$ cat config.mk
export PLATFORM = sky130hd
export DESIGN_NAME = alu_resp_tx
export DESIGN_NICKNAME = d
export VERILOG_FILES = /design/src/rtl/alu_uart_pkg.sv /design/src/rtl/alu_resp_tx.sv
export SDC_FILE = /design/constraint.sdc
export NUM_CORES = 1
export LEC_CHECK = 0
export CORE_ASPECT_RATIO = 1.2
export CORE_MARGIN = 2
export CORE_UTILIZATION = 58
export DETAILED_ROUTE_END_ITERATION = 10
export DONT_BUFFER_PORTS = 1
export PLACE_DENSITY = 0.75
export SKIP_LAST_GASP = 1
export SYNTH_ARGS = -nofsm -noshare
export SYNTH_HDL_FRONTEND = slang
export SYNTH_SLANG_ARGS = --single-unit
$ cat constraint.sdc
create_clock -name clk -period 2.8 [get_ports clk]
set_clock_uncertainty 0.2 [all_clocks]
set_input_delay 0.28 -clock clk [delete_from_list [all_inputs] [get_ports clk]]
set_output_delay 0.28 -clock clk [all_outputs]
set_load 0.05 [all_outputs]
$ cat src/rtl/alu_uart_pkg.sv
// alu_uart_pkg: types and constants shared by the UART ALU framers.
// Holds the framer state enum, header byte indices and the opcode type.
package alu_uart_pkg;

    typedef enum logic [1:0] {
        IDLE,
        HEADER,
        PAYLOAD,
        CSUM
    } state_t;

    // Opcode as seen by both the command parser and the response framer
    typedef logic [7:0] opcode_t;

    localparam logic [3:0] HDR_OPCODE = 4'd0;
    localparam logic [3:0] HDR_RSVD   = 4'd1;
    localparam logic [3:0] HDR_LEN_LO = 4'd2;
    localparam logic [3:0] HDR_LEN_HI = 4'd3;
    localparam logic [3:0] PAY_BASE   = 4'd4;

    localparam logic [7:0] RESERVED_BYTE = 8'h00;

endpackage

$ cat src/rtl/alu_resp_tx.sv
// alu_resp_tx: frames one ALU result into a byte-stream response packet.
// Packet: opcode, 0x00, LEN lo, LEN hi, result bytes LSB first[, XOR trailer].
// Ports:
//   clk, rst          clock, synchronous active-high reset
//   res_valid_i/opcode_i/result_i, res_ready_o   result input handshake
//   m_axis_tdata/tvalid/tready                   byte stream to uart_tx
//   busy_o            packet in flight
// Optional build macro ALU_RESP_CHECKSUM_EN appends an XOR trailer byte.
module alu_resp_tx
    import alu_uart_pkg::*;
#(
    parameter int RESULT_BYTES = 4
) (
    input  logic                      clk,
    input  logic                      rst,
    input  logic                      res_valid_i,
    output logic                      res_ready_o,
    input  logic [7:0]                opcode_i,
    input  logic [RESULT_BYTES*8-1:0] result_i,
    output logic [7:0]                m_axis_tdata,
    output logic                      m_axis_tvalid,
    input  logic                      m_axis_tready,
    output logic                      busy_o
);

`ifdef ALU_RESP_CHECKSUM_EN
    localparam int CSUM_BYTES = 1;
`else
    localparam int CSUM_BYTES = 0;
`endif

    localparam int LEN_BYTES = 4 + RESULT_BYTES + CSUM_BYTES;
    localparam logic [15:0] LEN16 = 16'(LEN_BYTES);
    localparam logic [3:0] LAST_PAY = 4'(4 + RESULT_BYTES - 1);

    state_t                    r_state;
    logic [3:0]                r_cnt;
    opcode_t                   r_opcode;
    logic [RESULT_BYTES*8-1:0] r_result;
    logic                      r_tvalid;
`ifdef ALU_RESP_CHECKSUM_EN
    logic [7:0]                r_csum;
`endif

    logic                      w_accept;
    logic                      w_hs;
    logic [3:0]                w_pidx;
    logic [7:0]                w_pay;
    logic [7:0]                w_byte;

    assign res_ready_o   = (r_state == IDLE);
    assign busy_o        = (r_state != IDLE);
    assign w_accept      = res_valid_i & res_ready_o;
    assign w_hs          = r_tvalid & m_axis_tready;
    assign m_axis_tvalid = r_tvalid;
    // Zero when idle so the bus is quiet between packets
    assign m_axis_tdata  = r_tvalid ? w_byte : 8'h00;
    assign w_pidx        = r_cnt - PAY_BASE;

    always_comb begin
        w_pay = 8'h00;
        for (int i = 0; i < RESULT_BYTES; i++) begin
            if (w_pidx == 4'(i)) begin
                w_pay = r_result[i*8 +: 8];
            end
        end
    end

    always_comb begin
        w_byte = 8'h00;
        unique case (1'b1)
            (r_cnt == HDR_OPCODE): w_byte = r_opcode;
            (r_cnt == HDR_RSVD):   w_byte = RESERVED_BYTE;
            (r_cnt == HDR_LEN_LO): w_byte = LEN16[7:0];
            (r_cnt == HDR_LEN_HI): w_byte = LEN16[15:8];
`ifdef ALU_RESP_CHECKSUM_EN
            (r_cnt > LAST_PAY):    w_byte = r_csum;
`endif
            default:               w_byte = w_pay;
        endcase
    end

    always_ff @(posedge clk) begin
        if (rst) begin
            r_state  <= IDLE;
            r_cnt    <= 4'd0;
            r_opcode <= '0;
            r_result <= '0;
            r_tvalid <= 1'b0;
`ifdef ALU_RESP_CHECKSUM_EN
            r_csum   <= 8'h00;
`endif
        end else begin
`ifdef ALU_RESP_CHECKSUM_EN
            // Running XOR of every byte already handed to uart_tx
            if (w_hs) begin
                r_csum <= r_csum ^ w_byte;
            end
`endif
            unique case (r_state)
                IDLE: begin
                    if (w_accept) begin
                        r_opcode <= opcode_i;
                        r_result <= result_i;
                        r_cnt    <= 4'd0;
                        r_tvalid <= 1'b1;
                        r_state  <= HEADER;
`ifdef ALU_RESP_CHECKSUM_EN
                        r_csum   <= 8'h00;
`endif
                    end
                end
                HEADER: begin
                    if (w_hs) begin
                        r_cnt <= r_cnt + 4'd1;
                        if (r_cnt == HDR_LEN_HI) begin
                            r_state <= PAYLOAD;
                        end
                    end
                end
                PAYLOAD: begin
                    if (w_hs) begin
                        if (r_cnt == LAST_PAY) begin
`ifdef ALU_RESP_CHECKSUM_EN
                            r_cnt    <= r_cnt + 4'd1;
                            r_state  <= CSUM;
`else
                            r_cnt    <= 4'd0;
                            r_tvalid <= 1'b0;
                            r_state  <= IDLE;
`endif
                        end else begin
                            r_cnt <= r_cnt + 4'd1;
                        end
                    end
                end
`ifdef ALU_RESP_CHECKSUM_EN
                CSUM: begin
                    if (w_hs) begin
                        r_cnt    <= 4'd0;
                        r_tvalid <= 1'b0;
                        r_state  <= IDLE;
                    end
                end
`endif
                default: begin
                    r_cnt    <= 4'd0;
                    r_tvalid <= 1'b0;
                    r_state  <= IDLE;
                end
            endcase
        end
    end

endmodule

==> key figures, run 1 <==
Synth
  – Netlist Area Pre-Place: 0.002250 mm2
  – Synth warnings: 0
  – Most common flop cell mapped by yosys: sky130_fd_sc_hd__dfxtp_1
  – Mapped Cells: 294
  – Synthesized flop and latch total: 47
  – Number of distinct library cells after synthesis: 40
  – Syn_nets: between 300 and 400
  – Number of flops mapped to enable cells by yosys: 0
  – Async set or reset register ratio after synthesis: 0
  – Fraction of the yosys area taken by sequential cells: 0.4182
  – Avg Inst Size Synth: 7.652 um2

Finish
  – N_diodes: 0
  – Area Overhead vs Synth: 31.31%
  – Most common cell after layout, fill and taps aside: sky130_fd_sc_hd__nand2_1
  – Layout cells sized above 1: 0.1284
  – Fin nets: around 390
  – Top library cells by usage in the layout, fill and taps aside: sky130_fd_sc_hd__nand2_1, sky130_fd_sc_hd__a21oi_1, sky130_fd_sc_hd__dfxtp_1, sky130_fd_sc_hd__dlygate4sd3_1, sky130_fd_sc_hd__inv_1
  – Post-layout utilization of the core: 0.8064

Drt
  – Iteration count of the initial detailed-routing pass: 4
  – Drt initial violations: roughly 190
  – Total vias in the final route: about 2200
  – Post-detailed-route wirelength per cell: about 15 um
  – DRC viols: 0
  – Vias per cell: between 5 and 6
  – Total Routed Length: roughly 6000 um
  – Count of nets left with antenna violations after detail routing: 0

Timing
  – Final-report setup violation count: 0
  – Tcrit/Tclk final: 0.9971
  – Slew at the pin closest to its max-slew limit: ~730 ps
  – RSZ-0062 raised after global routing: yes
  – Highest achievable clock rate: between 0.3 and 0.4 GHz
  – Remaining max-slew budget at the tightest pin: 0.5166
  – Tmin final: around 2800 ps
  – Final Hold Viols: 0
  – Max-slew violation count: 0

Die
  – Die area: around 0.0044 mm2
  – Std cell rows: 24
  – Starting Density: 0.6141
  – Die Y-Extent: approximately 72 um
  – Number of top-level pins: between 50 and 60
  – Placeable core region: between 0.003 and 0.004 mm2
  – Horizontal die dimension: slightly above 60 um

GRT
  – Maximum number of pins on one net before global-route repair: 46
  – Global-route wire length before repair: 9466 um
  – Initial antenna violation count: 0
  – Overall routing resource usage: 0.2898
  – Via count of the first global-routing pass: between 2000 and 2500
  – Remaining global-route overflow: 0

Worst setup path
  – Capturing point of the worst reg2reg path: r_opcode[5]$_SDFFE_PP0P_
  – WS Path Type: register to output pin
  – Critical Path Sink: m_axis_tdata[3]
  – Largest fanout on the critical path: 8
  – Launching element of the worst setup path: r_cnt[1]$_SDFFE_PP0P_
  – CP Data Required Time: approximately 2300 ps
  – R2r startpoint: r_state[1]$_SDFFE_PP0P_
  – Type of destination of the critical path: output pin
  – R2r setup slk: about 270 ps
  – Arrival time of data at the critical path endpoint: 2310 ps
  – Setup crit start kind: register
  – Worst reg-to-reg path cell count: 7

Place
  – HPWL after DPL: 3752 um
  – GPL Wtd Cong: 0.8645
  – Port Buffer Count: 0

CTS
  – Later-pin clock latency in the skew report: 290 ps
  – Clk root buf: sky130_fd_sc_hd__clkbuf_8
  – Clk buf depth: 2
  – Total clock buffers created by CTS: 5
  – Clock transition time at the flip-flop clock pins of the worst setup and hold paths: ~80 ps
  – H-tree levels: 2
  – Clock tree from TritonCTS: yes
  – Clock Sinks: 47
  – Post-CTS Repair Setup Buffers: 0

Power and ir drop
  – Fraction of power spent switching nets: 0.3890
  – Maximum vdd ir drop: around 480 uV
  – NetSw: approximately 0.00087 W
  – Total design power: 0.002247 W
  – LEAKAGE: 1.150 nW
  – Power per Cell Area: between 700 and 800 mW/mm2
  – Combinational share of power: 0.406
  – Internal power consumption: around 0.0014 W
  – Portion of total power attributed to the clock network: 0.218
  – Part of the total power dissipated in sequential elements: 0.376

Run
  – Max-cap check violation count: 0

Worst hold path
  – Hold Crit Depth: 2
  – Path type of the worst min-delay path: primary input to register

Outcome
  – Result of the run: finished, final reports clean
[cell families after synthesis]
family                   share of synthesized area
adder cells (fa/ha/maj)                    0.04450
multiplexers                              0.009455
buffers and inverters                      0.07619
AND/OR/NAND/NOR                             0.2091
flip-flops                                  0.4182
AO/OA/AOI/OAI                               0.2425
[final cells by class]
cell class                 instances  area, um2
clock inverter                     3      43.79
clock buffer                       5      68.82
timing repair buffer              56      545.5
fill                             246      709.4
inverter                          18      67.56
multi-input combinational        206       1221
tap                               52      65.06
sequential                        47      942.2
[per-stage QoR]
stage          instances  TNS [ps]  hold slack [ps]  setup WS, ps  instance area [um2]
6_report             387         0            38.53         7.983                 2954
2_1_floorplan        294         0            216.0         144.3                 2285
3_3_place_gp         338         0            154.5         287.6                 2371
4_1_cts              387    -72.52            32.86        -72.52                 2919
3_5_place_dp         338         0            155.8         149.2                 2371
5_1_grt              387    -322.7            37.13        -78.00                 2954
[metal layers]
metal / track usage / wire (um) / part of all wire / up-vias
li1: - / - / - / 1075
met1: 0.3285 / 2359 / 0.39 / 1024
met2: 0.5137 / 3167 / 0.53 / 77
met3: 0.06239 / 293 / 0.049 / 19
met4: 0.1159 / 165 / 0.028 / 0
met5: 0 / 0 / 0 / -
[worst max-delay path: stages (launching register included)]
cell	delay (ps)
sky130_fd_sc_hd__dfxtp_1	360
sky130_fd_sc_hd__ha_1	290
sky130_fd_sc_hd__or3b_1	510
sky130_fd_sc_hd__a211o_1	320
sky130_fd_sc_hd__a221oi_2	280
sky130_fd_sc_hd__buf_4	250
[how the worst min path moves through the flow]
stage | start | to | slack [ps]
after CTS | rst | r_cnt[1]$_SDFFE_PP0P_ | 30
final | rst | r_cnt[1]$_SDFFE_PP0P_ | 40
after floorplan | opcode_i[0] | r_opcode[0]$_SDFFE_PP0P_ | 220
after global placement | rst | r_state[0]$_SDFFE_PP0P_ | 150
after detailed placement | rst | r_result[25]$_SDFFE_PP0P_ | 160
after global routing | rst | r_cnt[1]$_SDFFE_PP0P_ | 40
[power by group through the flow]
stage | sequential, W | combinational (W) | clock [W]
floorplan | 0.000857 | 0.000627 | 0
global placement | 0.000855 | 0.000802 | 0
detailed placement | 0.000857 | 0.000820 | 0
CTS | 0.000842 | 0.000888 | 0.000499
global route | 0.000855 | 0.000996 | 0.000522
finish | 0.000844 | 0.000913 | 0.000490
[flip-flops by register name, indices dropped and copies added (netlist names)]
name,cells
r_result,32
r_opcode,8
r_cnt,4
r_state,2
m_axis_tvalid,1
[timing repair]
item,in CTS,in global routing
endpoints found under the setup margin,8,8
gates resized for setup,3,7
endpoints found under the hold margin,44,0
pin swaps,0,0
hold buffers,41,0
[synth_stat cells, types with 2 or more instances]
cell type | instances | share of area
sky130_fd_sc_hd__a21oi_1 | 58 | 0.13
sky130_fd_sc_hd__a221o_1 | 7 | 0.031
sky130_fd_sc_hd__a221oi_1 | 8 | 0.031
sky130_fd_sc_hd__and2_1 | 2 | 0.0056
sky130_fd_sc_hd__buf_2 | 5 | 0.011
sky130_fd_sc_hd__clkbuf_1 | 15 | 0.025
sky130_fd_sc_hd__dfxtp_1 | 47 | 0.42
sky130_fd_sc_hd__ha_1 | 8 | 0.044
sky130_fd_sc_hd__inv_1 | 17 | 0.028
sky130_fd_sc_hd__nand2_1 | 82 | 0.14
sky130_fd_sc_hd__nor2_1 | 4 | 0.0067
sky130_fd_sc_hd__nor2b_1 | 3 | 0.0083
sky130_fd_sc_hd__nor3_1 | 8 | 0.018
sky130_fd_sc_hd__o21ai_0 | 4 | 0.0089
Power figures use the tool's default switching activity.
==> run 2: changes to the inputs <==
--- a/config.mk
+++ b/config.mk
@@ -5,12 +5,13 @@
 export SDC_FILE = /design/constraint.sdc
 export NUM_CORES = 1
 export LEC_CHECK = 0
-export CORE_ASPECT_RATIO = 1.2
+export CELL_PAD_IN_SITES_DETAIL_PLACEMENT = 0
+export CELL_PAD_IN_SITES_GLOBAL_PLACEMENT = 2
 export CORE_MARGIN = 2
-export CORE_UTILIZATION = 58
+export CORE_UTILIZATION = 35
 export DETAILED_ROUTE_END_ITERATION = 10
 export DONT_BUFFER_PORTS = 1
-export PLACE_DENSITY = 0.75
+export PLACE_DENSITY = 0.79
 export SKIP_LAST_GASP = 1
 export SYNTH_ARGS = -nofsm -noshare
 export SYNTH_HDL_FRONTEND = slang
==> run 2 against run 1 <==
  * Final cell count grew 7.2%
  * Critical path type unchanged
  * Core utilization shrank 32 points
  * Fmax grew 4.7%
==> key figures, run 2 (synthesis gave the netlist of run 1 again) <==
Outcome
  – Result of the run: finished, final reports clean

GRT
  – Remaining global-route overflow: 0
  – Global-route wire length before repair: 9915 um
  – Initial antenna violation count: 0
  – Maximum number of pins on one net before global-route repair: 46
  – Via count of the first global-routing pass: between 1500 and 2000
  – Overall routing resource usage: 0.1755

Power and ir drop
  – Power per Cell Area: about 750 mW/mm2
  – Internal power consumption: around 0.0014 W
  – LEAKAGE: ~1.2 nW
  – Maximum vdd ir drop: between 400 and 500 uV
  – Part of the total power dissipated in sequential elements: 0.368
  – Fraction of power spent switching nets: 0.3881
  – NetSw: 0.0008857 W
  – Combinational share of power: 0.400
  – Portion of total power attributed to the clock network: 0.232

Timing
  – RSZ-0062 raised after global routing: no
  – Slew at the pin closest to its max-slew limit: ~750 ps
  – Final-report setup violation count: 0
  – Tcrit/Tclk final: 0.9524
  – Tmin final: 2667 ps
  – Setup TNS: 0 ps
  – Highest achievable clock rate: roughly 0.38 GHz
  – Remaining max-slew budget at the tightest pin: 0.5014
  – Max-slew violation count: 0
  – Final Hold Viols: 0

Die
  – Horizontal die dimension: around 84 um
  – Number of top-level pins: 55
  – Die Y-Extent: approximately 84 um
  – Starting Density: 0.3584
  – Placeable core region: around 0.0063 mm2
  – Std cell rows: 29
  – Die area: 0.007085 mm2

Worst setup path
  – Type of destination of the critical path: output pin
  – Launching element of the worst setup path: r_cnt[1]$_SDFFE_PP0P_
  – Arrival time of data at the critical path endpoint: 2190 ps
  – Setup crit start kind: register
  – WS Path Type: register to output pin
  – Largest fanout on the critical path: 8
  – CP Data Required Time: 2320 ps
  – R2r startpoint: r_state[0]$_SDFFE_PP0P_

Drt
  – Drt initial violations: 107
  – Count of nets left with antenna violations after detail routing: 0
  – Total Routed Length: approximately 6100 um
  – Iteration count of the initial detailed-routing pass: 6
  – Vias per cell: about 5.2
  – Post-detailed-route wirelength per cell: 14.67 um
  – DRC viols: 0
  – Total vias in the final route: between 2000 and 2500

Place
  – Post-place instance area: 0.002397 mm2
  – HPWL after DPL: around 4100 um
  – GPL Wtd Cong: 0.8084
  – Port Buffer Count: 0

Worst hold path
  – Path type of the worst min-delay path: primary input to register
  – Hold path startpoint: rst

Finish
  – N_diodes: 0
  – Sequential Area: 943.4 um2
  – Largest registers ranked by flip-flop count: r_result: 32 flops, r_opcode: 8 flops, r_cnt: 4 flops
  – Fill count: 660
  – Area used by multi-input combinational logic: 0.001260 mm2
  – Most common cell after layout, fill and taps aside: sky130_fd_sc_hd__nand2_1
  – Fin nets: 389
  – Top library cells by usage in the layout, fill and taps aside: sky130_fd_sc_hd__nand2_1, sky130_fd_sc_hd__a21oi_1, sky130_fd_sc_hd__dfxtp_1, sky130_fd_sc_hd__dlygate4sd3_1, sky130_fd_sc_hd__inv_1
  – Largest register by flop count: r_result
  – Post-layout instance area: slightly above 0.003 mm2
  – Layout cells sized above 1: 0.1568
  – Area Overhead vs Synth: 35.32%
  – Largest register FFs: 32

CTS
  – Total clock buffers created by CTS: 5
  – Clock transition time at the flip-flop clock pins of the worst setup and hold paths: roughly 80 ps
  – Later-pin clock latency in the skew report: ~300 ps
  – Clk root buf: sky130_fd_sc_hd__clkbuf_8
  – Clk buf depth: 2
  – H-tree levels: 2
  – Clock tree from TritonCTS: yes
  – Clock Sinks: 47

Run
  – Max-cap check violation count: 0
run 2: per-stage QoR:
step	instances	utilization	total power (W)	hold slack, ps	setup slack [ps]
2_1_floorplan	294	-	0.001484	216.0	144.3
3_5_place_dp	364	0.3819	0.001679	156.9	214.1
3_3_place_gp	364	0.3819	0.001677	155.3	256.5
5_1_grt	415	0.4850	0.002440	35.21	16.19
4_1_cts	413	0.4706	0.002274	31.73	20.46
6_report	415	0.4850	0.002282	29.33	133.4
run 2: path summary, 6_finish.rpt:
| check | end | cells past startpoint | slack (ps) |
|---|---|---|---|
| hold / removal | r_cnt[1]$_SDFFE_PP0P_ | 2 | 30 |
| setup / recovery | m_axis_tdata[6] | 7 | 130 |
| hold reg to reg | r_result[3]$_SDFFE_PP0P_ | 2 | 260 |
| setup reg to reg | r_result[17]$_SDFFE_PP0P_ | 7 | 620 |
run 2: worst max-delay path, stage by stage (launching register included):
cell	delay, ps
sky130_fd_sc_hd__dfxtp_2	380
sky130_fd_sc_hd__inv_1	70
sky130_fd_sc_hd__ha_1	270
sky130_fd_sc_hd__buf_4	200
sky130_fd_sc_hd__a221o_1	380
sky130_fd_sc_hd__a221oi_2	300
sky130_fd_sc_hd__nor3_2	90
sky130_fd_sc_hd__buf_4	200
run 2: routing by layer:
layer  routed length, um  global-route usage
met1                3041              0.2526
met4                  65             0.04399
met5                   0                   0
met2                2676              0.2677
met3                 304             0.03835
run 2: power by group through the flow:
stage	combinational [W]	sequential, W	clock, W
finish	0.000912	0.000840	0.000530
global route	0.00101	0.000853	0.000573
CTS	0.000891	0.000838	0.000545
detailed placement	0.000825	0.000853	0
global placement	0.000825	0.000853	0
floorplan	0.000627	0.000857	0
run 2: cell type report:
type	count	area share
Multi-Input combinational cell	207	0.4139
Tap cell	77	0.03165
Timing Repair Buffer	58	0.1825
Inverter	18	0.02219
Clock inverter	2	0.01274
Sequential cell	47	0.3099
Clock buffer	6	0.02713
run 2: what timing repair did:
item                       in CTS  in global routing
gates resized for setup         3                 16
hold endpoints to repair       44                  0
setup buffers                   0                  1
pin swaps                       0                  3
setup endpoints to repair       6                  8
gates cloned                    0                  1
hold buffers                   41                  0
==> run 3: changes to the inputs <==
==> constraint.sdc (replaced) <==
create_clock -name clk -period 2.8 [get_ports clk]
set_clock_uncertainty 0.2 [all_clocks]
set_input_delay 0.28 -clock clk [delete_from_list [all_inputs] [get_ports clk]]
set_output_delay 0.28 -clock clk [all_outputs]
set_load 0.005 [all_outputs]
==> run 3 against run 2 <==
  * Clock-buffer cell count decreased by 1
  * Non-clock buffer count decreased by 13
  * First-iteration DRC count increased by 1.9%
  * Clock power decreased by 22%
  * Critical path depth unchanged
==> key figures, run 3 (synthesis gave the netlist of run 1 again) <==
Outcome
  – Result of the run: finished, final reports clean

Die
  – Number of top-level pins: 55
  – Horizontal die dimension: 84.17 um
  – Starting Density: 0.3584
  – Placeable core region: approximately 0.0063 mm2
  – Std cell rows: 29
  – Die area: between 0.007 and 0.008 mm2
  – Die Y-Extent: 84.17 um

Worst setup path
  – Capturing point of the worst reg2reg path: r_result[0]$_SDFFE_PP0P_
  – WS Path Type: register to output pin
  – R2r startpoint: r_state[1]$_SDFFE_PP0P_
  – R2r setup slk: 520 ps
  – Type of destination of the critical path: output pin
  – CP Data Required Time: 2320 ps
  – Arrival time of data at the critical path endpoint: 2120 ps
  – Largest fanout on the critical path: 10
  – Setup crit start kind: register
  – Worst reg-to-reg path cell count: 7

Finish
  – Top library cells by usage in the layout, fill and taps aside: sky130_fd_sc_hd__nand2_1, sky130_fd_sc_hd__a21oi_1, sky130_fd_sc_hd__dfxtp_1, sky130_fd_sc_hd__dlygate4sd3_1, sky130_fd_sc_hd__inv_1
  – Most common cell after layout, fill and taps aside: sky130_fd_sc_hd__nand2_1
  – Fin nets: around 380
  – Largest registers ranked by flip-flop count: r_result: 32 flops, r_opcode: 8 flops, r_cnt: 4 flops
  – Post-layout utilization of the core: 0.4447
  – Largest register by flop count: r_result
  – Non-filler cells, final: 401
  – N_diodes: 0
  – Largest register FFs: 32
  – Layout cells sized above 1: 0.06481
  – Area Overhead vs Synth: 24.08%

Timing
  – Remaining max-slew budget at the tightest pin: 0.5161
  – Tcrit/Tclk final: 0.9290
  – RSZ-0062 raised after global routing: no
  – Tmin final: about 2600 ps
  – Final-report setup violation count: 0
  – Setup TNS: 0 ps
  – Slew at the pin closest to its max-slew limit: ~730 ps
  – Final Hold Viols: 0
  – Max-slew violation count: 0
  – Highest achievable clock rate: ~0.38 GHz

Place
  – GPL Wtd Cong: a little over 0.7
  – Port Buffer Count: 0
  – Cell count after placement: roughly 350
  – HPWL after DPL: approximately 4000 um

Drt
  – Iteration count of the initial detailed-routing pass: 4
  – DRC viols: 0
  – Uppermost signal routing layer after detailed routing: met4
  – Count of nets left with antenna violations after detail routing: 0
  – Total vias in the final route: 2036
  – Drt initial violations: about 110
  – Post-detailed-route wirelength per cell: approximately 14 um
  – Total Routed Length: roughly 5800 um
  – Vias per cell: ~5
  – Met2 Wirelength: about 2400 um
  – Detailed-route wire length on metal 1: 3122 um
  – Amount of wire on met3 after detailed routing: 244 um

GRT
  – Via count of the first global-routing pass: between 1500 and 2000
  – Overall routing resource usage: 0.1723
  – Initial antenna violation count: 0
  – Maximum number of pins on one net before global-route repair: 46
  – Global-route wire length before repair: around 9800 um
  – Remaining global-route overflow: 0

CTS
  – Clock Sinks: 47
  – Clk buf depth: 2
  – Clock transition time at the flip-flop clock pins of the worst setup and hold paths: approximately 90 ps
  – Clk root buf: sky130_fd_sc_hd__clkbuf_8
  – Post-CTS Repair Setup Buffers: 0
  – Total clock buffers created by CTS: 5
  – H-tree levels: 2
  – Later-pin clock latency in the skew report: approximately 300 ps
  – Clock tree from TritonCTS: yes

Power and ir drop
  – Maximum vdd ir drop: 308.4 uV
  – LEAKAGE: roughly 1.0 nW
  – Power per Cell Area: ~700 mW/mm2

Worst hold path
  – Path type of the worst min-delay path: primary input to register
  – Capture endpoint of the worst hold path: r_cnt[1]$_SDFFE_PP0P_
  – Hold path startpoint: rst
  – Hold Crit Depth: 2

Run
  – Max-cap check violation count: 0
-- run 3: report_power, final --
group / switching, W / total, W / internal, W
combinational: 0.000408 / 0.000671 / 0.000263
clock: 0.000238 / 0.000414 / 0.000176
sequential: 0.0000702 / 0.000846 / 0.000776
total: 0.000716 / 0.00193 / 0.00122
-- run 3: worst max-delay path, cell delays in order (launching register included) --
cell	delay [ps]
sky130_fd_sc_hd__dfxtp_1	410
sky130_fd_sc_hd__inv_1	90
sky130_fd_sc_hd__ha_2	260
sky130_fd_sc_hd__nor2b_1	150
sky130_fd_sc_hd__buf_4	160
sky130_fd_sc_hd__a221o_1	310
sky130_fd_sc_hd__a221oi_1	300
sky130_fd_sc_hd__nor3_1	130
-- run 3: stage by stage --
| step | area [um2] | total power (W) | hold WS (ps) | setup slack (ps) |
|---|---|---|---|---|
| 6_report | 2791 | 0.001931 | 20.45 | 198.8 |
| 3_3_place_gp | 2272 | 0.001473 | 155.9 | 479.2 |
| 4_1_cts | 2780 | 0.001952 | 19.41 | 79.88 |
| 2_1_floorplan | 2250 | 0.001335 | 216.0 | 610.3 |
| 5_1_grt | 2791 | 0.002081 | 26.26 | 6.503 |
| 3_5_place_dp | 2272 | 0.001479 | 157.0 | 423.7 |
-- run 3: worst max-delay path by stage --
| stage | to | startpoint | cells past startpoint |
|---|---|---|---|
| floorplan | m_axis_tdata[0] | r_cnt[0]$_SDFFE_PP0P_ | 8 |
| global placement | m_axis_tdata[4] | r_cnt[0]$_SDFFE_PP0P_ | 7 |
| detailed placement | m_axis_tdata[1] | r_cnt[0]$_SDFFE_PP0P_ | 7 |
| CTS | m_axis_tdata[1] | r_cnt[0]$_SDFFE_PP0P_ | 7 |
| global route | m_axis_tdata[1] | r_cnt[0]$_SDFFE_PP0P_ | 7 |
| finish | m_axis_tdata[7] | r_cnt[0]$_SDFFE_PP0P_ | 7 |
-- run 3: cell type report --
cell class / instances / area, um2
fillers: 663 / 3486
clock buffers: 5 / 68.82
flip-flops and latches: 47 / 940.9
inverters: 18 / 67.56
multi-input cells: 206 / 1149
clock inverters: 3 / 18.77
repair buffers: 45 / 450.4
well taps: 77 / 96.34
-- run 3: layer usage --
layer | track usage | vias up
li1 | - | 1062
met1 | 0.2582 | 916
met2 | 0.2511 | 52
met3 | 0.03343 | 6
met4 | 0.04839 | 0
met5 | 0 | -
-- run 3: repair_timing --
item | in CTS | in global routing
endpoints found under the setup margin | 0 | 8
hold endpoints to repair | 44 | 0
gates resized for setup | 0 | 3
hold buffers | 41 | 0
==> patch 1 (flow settings as in run 2) <==
Build with the macro `ALU_RESP_CHECKSUM_EN` defined.
--- a/src/rtl/alu_resp_tx.sv
+++ b/src/rtl/alu_resp_tx.sv
@@ -8,2 +8,4 @@
 // Optional build macro ALU_RESP_CHECKSUM_EN appends an XOR trailer byte.
+`define ALU_RESP_CHECKSUM_EN
+
 module alu_resp_tx
Check against the original RTL: not equivalent (a bounded check fails within 4 cycles, from zero or initial values and one cycle with rst high).
==> patch 1 against run 2 <==
- first-iteration DRC count grew 5.6%
- wire length increased by 23%
- synthesized cell count up 22%
- worst setup slack lost 0.035 ns
- power increased by 13%
- critical path depth unchanged
- area after synthesis rose by 23%
- design area grew 14%
- sequential cell count grew 8
- sequential share of layout area rose by 0.79 points
- count of clock-buffer cells in the layout rose by 1
- global-route usage grew 0.53 points
==> patch 1: results <==
{
  "status": "completed",
  "post_cts_resized": 4,
  "via_per_inst": 4.97,
  "cp.arrival_ns": 2.22,
  "grt_usage_pct": 18.1,
  "wl_per_cell_um": 14.9,
  "grt_util_met1_pct": 24.6,
  "h-tree-depth": 2,
  "ys_warn_count": 0,
  "cts_buffer_depth": 2,
  "async_flop_share_pct": 0,
  "clk_latency_ns": 0.31,
  "hpwlAfterDp_mm": 5.14,
  "critical_path.max_fanout": 6,
  "synth_area_leaders": "dfxtp_1 (40%), nand2_1 (13%), a21oi_1 (11%)",
  "nNetsFinal": 452,
  "n_fill_cell": 802,
  "post_cts.repair.setup_buffers": 0,
  "grt_use_met2_pct": 30.5,
  "hold_path_class": "input port to flop",
  "dpl-instance-area_um2": 2880,
  "routed.top_layer": "met4",
  "start_util_pct": 35.9,
  "worst_slew_pin_slew_ns": 0.523,
  "cts_root_buf": "clkbuf_8",
  "regArea_um2": 1100,
  "grt_pass1_wl_mm": 12.3,
  "place_ws_ns": 0.234,
  "initialDrtViolationCount": 113,
  "grt_start_max_net_pins": 45,
  "syn_avg_cell_area_um2": 7.71,
  "synth_ff_type": "dfxtp_1",
  "ir_worst_vdd_uv": 253,
  "drive_above_1_share_pct": 13.0,
  "wl_met3_um": 233,
  "synth_nets": 410,
  "numCtsBuffers": 5,
  "wl_met2_mm": 3.63,
  "grt_pass1_vias": 2448,
  "ctsHoldBuffers": 43,
  "reg.largest.list": "r_result (32), r_csum (8), r_opcode (8)",
  "first_pass_iters": 4,
  "use_met3_pct": 2.60,
  "gp_congestion": 0.746,
  "port_buffers": 0,
  "wl_met1_mm": 3.57,
  "wl_mm": 7.50,
  "cts.clk_slew.worst_paths_ns": 0.10,
  "antenna_cells": 0,
  "yosysUniqueCellTypes": 45,
  "yosys-top-cells-count": "nand2_1 (97), a21oi_1 (60), dfxtp_1 (55)",
  "ys_seq_area_share_pct": 39.9,
  "antenna_found_initial": 0,
  "p_leak_uw": 0.00133
}
==> patch 1: critical path, cell delays in order (launching register included) <==
cell,delay [ns]
dfxtp_2,0.41
inv_1,0.08
ha_1,0.22
and4bb_4,0.24
a221o_1,0.33
a221oi_2,0.35
nor2_1,0.09
buf_4,0.20
==> patch 1: final cells by class <==
type | count | share of cell area (%)
multi-input combinational | 267 | 44.5
sequential | 55 | 31.8
timing repair buffer | 61 | 16.6
clock buffer | 7 | 2.20
clock inverter | 1 | 0.144
tap | 102 | 3.68
inverter | 10 | 1.08
==> patch 1: cell families (layout without fill, tap and decap cells) <==
logic type | Yosys count | in the layout | share of synthesized area [%]
compound gates | 106 | 106 | 26.3
xor+xnor | 3 | 3 | 0.952
fa+ha+maj | 8 | 8 | 3.62
buf+inv | 36 | 79 | 5.66
flops | 55 | 55 | 39.9
mux | 1 | 1 | 0.362
simple gates | 149 | 149 | 23.2
==> patch 1: path summary, 6_finish.rpt <==
| check | from | endpoint | slack (ns) | depth (start not counted) |
|---|---|---|---|---|
| worst max-delay path | r_cnt[0]$_SDFFE_PP0P_ | m_axis_tdata[1] | 0.1 | 7 |
| worst min-delay path | m_axis_tready | r_csum[6]$_SDFF_PP0_ | 0.02 | 2 |
| worst max register to register | r_state[0]$_SDFFE_PP0P_ | r_opcode[1]$_SDFFE_PP0P_ | 0.29 | 7 |
| worst min register to register | r_result[11]$_SDFFE_PP0P_ | r_result[11]$_SDFFE_PP0P_ | 0.26 | 2 |
==> patch 1: where the power goes <==
group / switching, uW / leakage, uW / total, uW / internal, uW
clock: 252 / 0.0000422 / 429 / 177
combinational: 714 / 0.000835 / 1120 / 406
sequential: 115 / 0.000451 / 1040 / 921
total: 1080 / 0.00133 / 2590 / 1500
==> patch 2 (flow settings as in run 2) <==
Made on the original files. Re-encode `state_t` (4 states) as one-hot, 4 bits wide.
--- a/src/rtl/alu_uart_pkg.sv
+++ b/src/rtl/alu_uart_pkg.sv
@@ -4,7 +4,7 @@
 
-    typedef enum logic [1:0] {
-        IDLE,
-        HEADER,
-        PAYLOAD,
-        CSUM
+    typedef enum logic [3:0] {
+        IDLE    = 4'b0001,
+        HEADER  = 4'b0010,
+        PAYLOAD = 4'b0100,
+        CSUM    = 4'b1000
     } state_t;
Function: same outputs for any inputs over 10 cycles, from zero or initial values and one cycle with rst high; not proved beyond that.
==> patch 2 against run 2 <==
- sequential cell count rose by 1
- sequential share of layout area rose by 0.47 points
- wire length rose by 6.8%
- die area rose by 6.2%
- worst setup slack improved by 0.033 ns
- non-clock buffer count did not move
- fmax rose by 1.3%
- area after synthesis rose by 6.6%
- design area rose by 0.33%
- critical endpoint is now m_axis_tdata[3]
- largest cell class unchanged
Power is not compared: it rests on default switching activity, and its combinational part moved more than twofold at a synthesized area within 25%.
==> patch 2: results <==
{
  "initialDrtViolationCount": 132,
  "grt_pass1_vias": 2140,
  "critical_path.max_fanout": 10,
  "antenna_cells": 0,
  "hpwlAfterDp_mm": 4.40,
  "reg.largest.list": "r_result (32), r_opcode (8), r_cnt (4)",
  "gp_congestion": 0.777,
  "cp.arrival_ns": 2.15,
  "cts_buffer_depth": 2,
  "grt_start_max_net_pins": 48,
  "antenna_found_initial": 0,
  "synth_edf_count": 0,
  "cts.clk_slew.worst_paths_ns": 0.09,
  "numCtsBuffers": 5,
  "worst_slew_pin_slew_ns": 0.534,
  "synth_area_leaders": "dfxtp_1 (40%), nand2_1 (19%), a21oi_1 (12%)",
  "wl_per_cell_um": 14.3,
  "post_cts.repair.setup_buffers": 0,
  "end_kind": "output pin",
  "h-tree-depth": 2,
  "crit_path_top_delay_cell": "a2111oi_2",
  "first_pass_iters": 4,
  "dpl-instance-area_um2": 2510,
  "synth_adder_area_share_pct": 2.09,
  "async_flop_share_pct": 0,
  "synth-xor-area-share_pct": 1.46,
  "ys_seq_area_share_pct": 40.1,
  "cts_root_buf": "clkbuf_8",
  "grt_pass1_wl_mm": 10.5,
  "n_fill_cell": 706,
  "clk_latency_ns": 0.30,
  "max_stage_delay_ns": 0.41,
  "drv_slew": 0,
  "yosysUniqueCellTypes": 36,
  "netSwitchingPower_uw": 429,
  "grt_usage_pct": 17.9,
  "via_per_inst": 5.04,
  "nNetsFinal": 421,
  "drive_above_1_share_pct": 9.09,
  "status": "completed",
  "ys_warn_count": 0,
  "synth_compound_area_share_pct": 23.1,
  "synthMuxAreaShare_pct": 0,
  "yosys-top-cells-count": "nand2_1 (120), a21oi_1 (57), dfxtp_1 (48)",
  "synth_nets": 380,
  "p_leak_uw": 0.00109,
  "ir_worst_vdd_uv": 254,
  "cp_top_family": "compound AO/OA/AOI/OAI gates"
}
[patch 2: cell count changes after synthesis, moves of 7 or more]
| cell | delta |
|---|---|
| a221oi_1 | -8 |
| o21ai_0 | +13 |
| a32oi_1 | +7 |
| a221o_1 | -7 |
| nand2_1 | +38 |
| inv_1 | -11 |
| nor3_1 | -7 |
| nand2b_1 | +9 |
[patch 2: worst paths after layout]
kind / startpoint / to / slack [ns] / cells after the start
worst max-delay path: r_cnt[0]$_SDFFE_PP0P_ / m_axis_tdata[3] / 0.17 / 7
worst min register to register: r_result[3]$_SDFFE_PP0P_ / r_result[3]$_SDFFE_PP0P_ / 0.26 / 2
worst min-delay path: res_valid_i / r_state[0]$_SDFFE_PP1P_ / 0.02 / 3
worst max register to register: r_cnt[0]$_SDFFE_PP0P_ / m_axis_tvalid$_SDFFE_PP0P_ / 0.37 / 7
[patch 2: worst min-delay path: stages]
cell and delay (ns):
nor2_1 0.06, o21ai_0 0.07, o211ai_1 0.07
[patch 2: metal layers]
| metal | wire length, um | global-route usage (%) |
|---|---|---|
| met3 | 174 | 3.33 |
| met5 | 0 | 0 |
| met2 | 3230 | 30.3 |
| met4 | 74 | 4.69 |
| met1 | 3020 | 23.4 |
[patch 2: layout make-up]
cell class | instances | area [um^2] | share of cell area [%]
clock buffers | 6 | 72.6 | 2.38
repair buffers | 58 | 563 | 18.4
clock inverters | 2 | 35.0 | 1.15
well taps | 80 | 100 | 3.28
flip-flops and latches | 48 | 961 | 31.5
multi-input cells | 253 | 1300 | 42.4
inverters | 7 | 26.3 | 0.860
[patch 2: repair_timing]
item	4_1_cts	5_1_grt
endpoints found under the setup margin	0	2
endpoints found under the hold margin	47	0
hold buffers	42	0
resized for setup	0	3
[patch 2: power groups by stage]
stage	sequential (uW)	combinational (uW)	clock, uW
after global routing	772	313	538
after floorplan	768	187	0
after CTS	765	284	512
after global placement	781	222	0
final	764	281	496
after detailed placement	781	224	0
[patch 2: cells by family (layout without fill, tap and decap cells)]
logic type,count (synthesis),count (layout)
xor+xnor,4,4
fa+ha+maj,4,4
compound gates,94,94
buf+inv,31,73
simple gates,151,151
flops,48,48
[patch 2: per-stage QoR]
| stage | setup slack, ns | hold WS (ns) | cells |
|---|---|---|---|
| floorplan | 0.112 | 0.214 | 332 |
| global placement | 0.471 | 0.157 | 404 |
| detailed placement | 0.436 | 0.153 | 404 |
| CTS | 0.0746 | 0.0169 | 454 |
| global route | 0.0276 | 0.0911 | 454 |
| finish | 0.167 | 0.0228 | 454 |
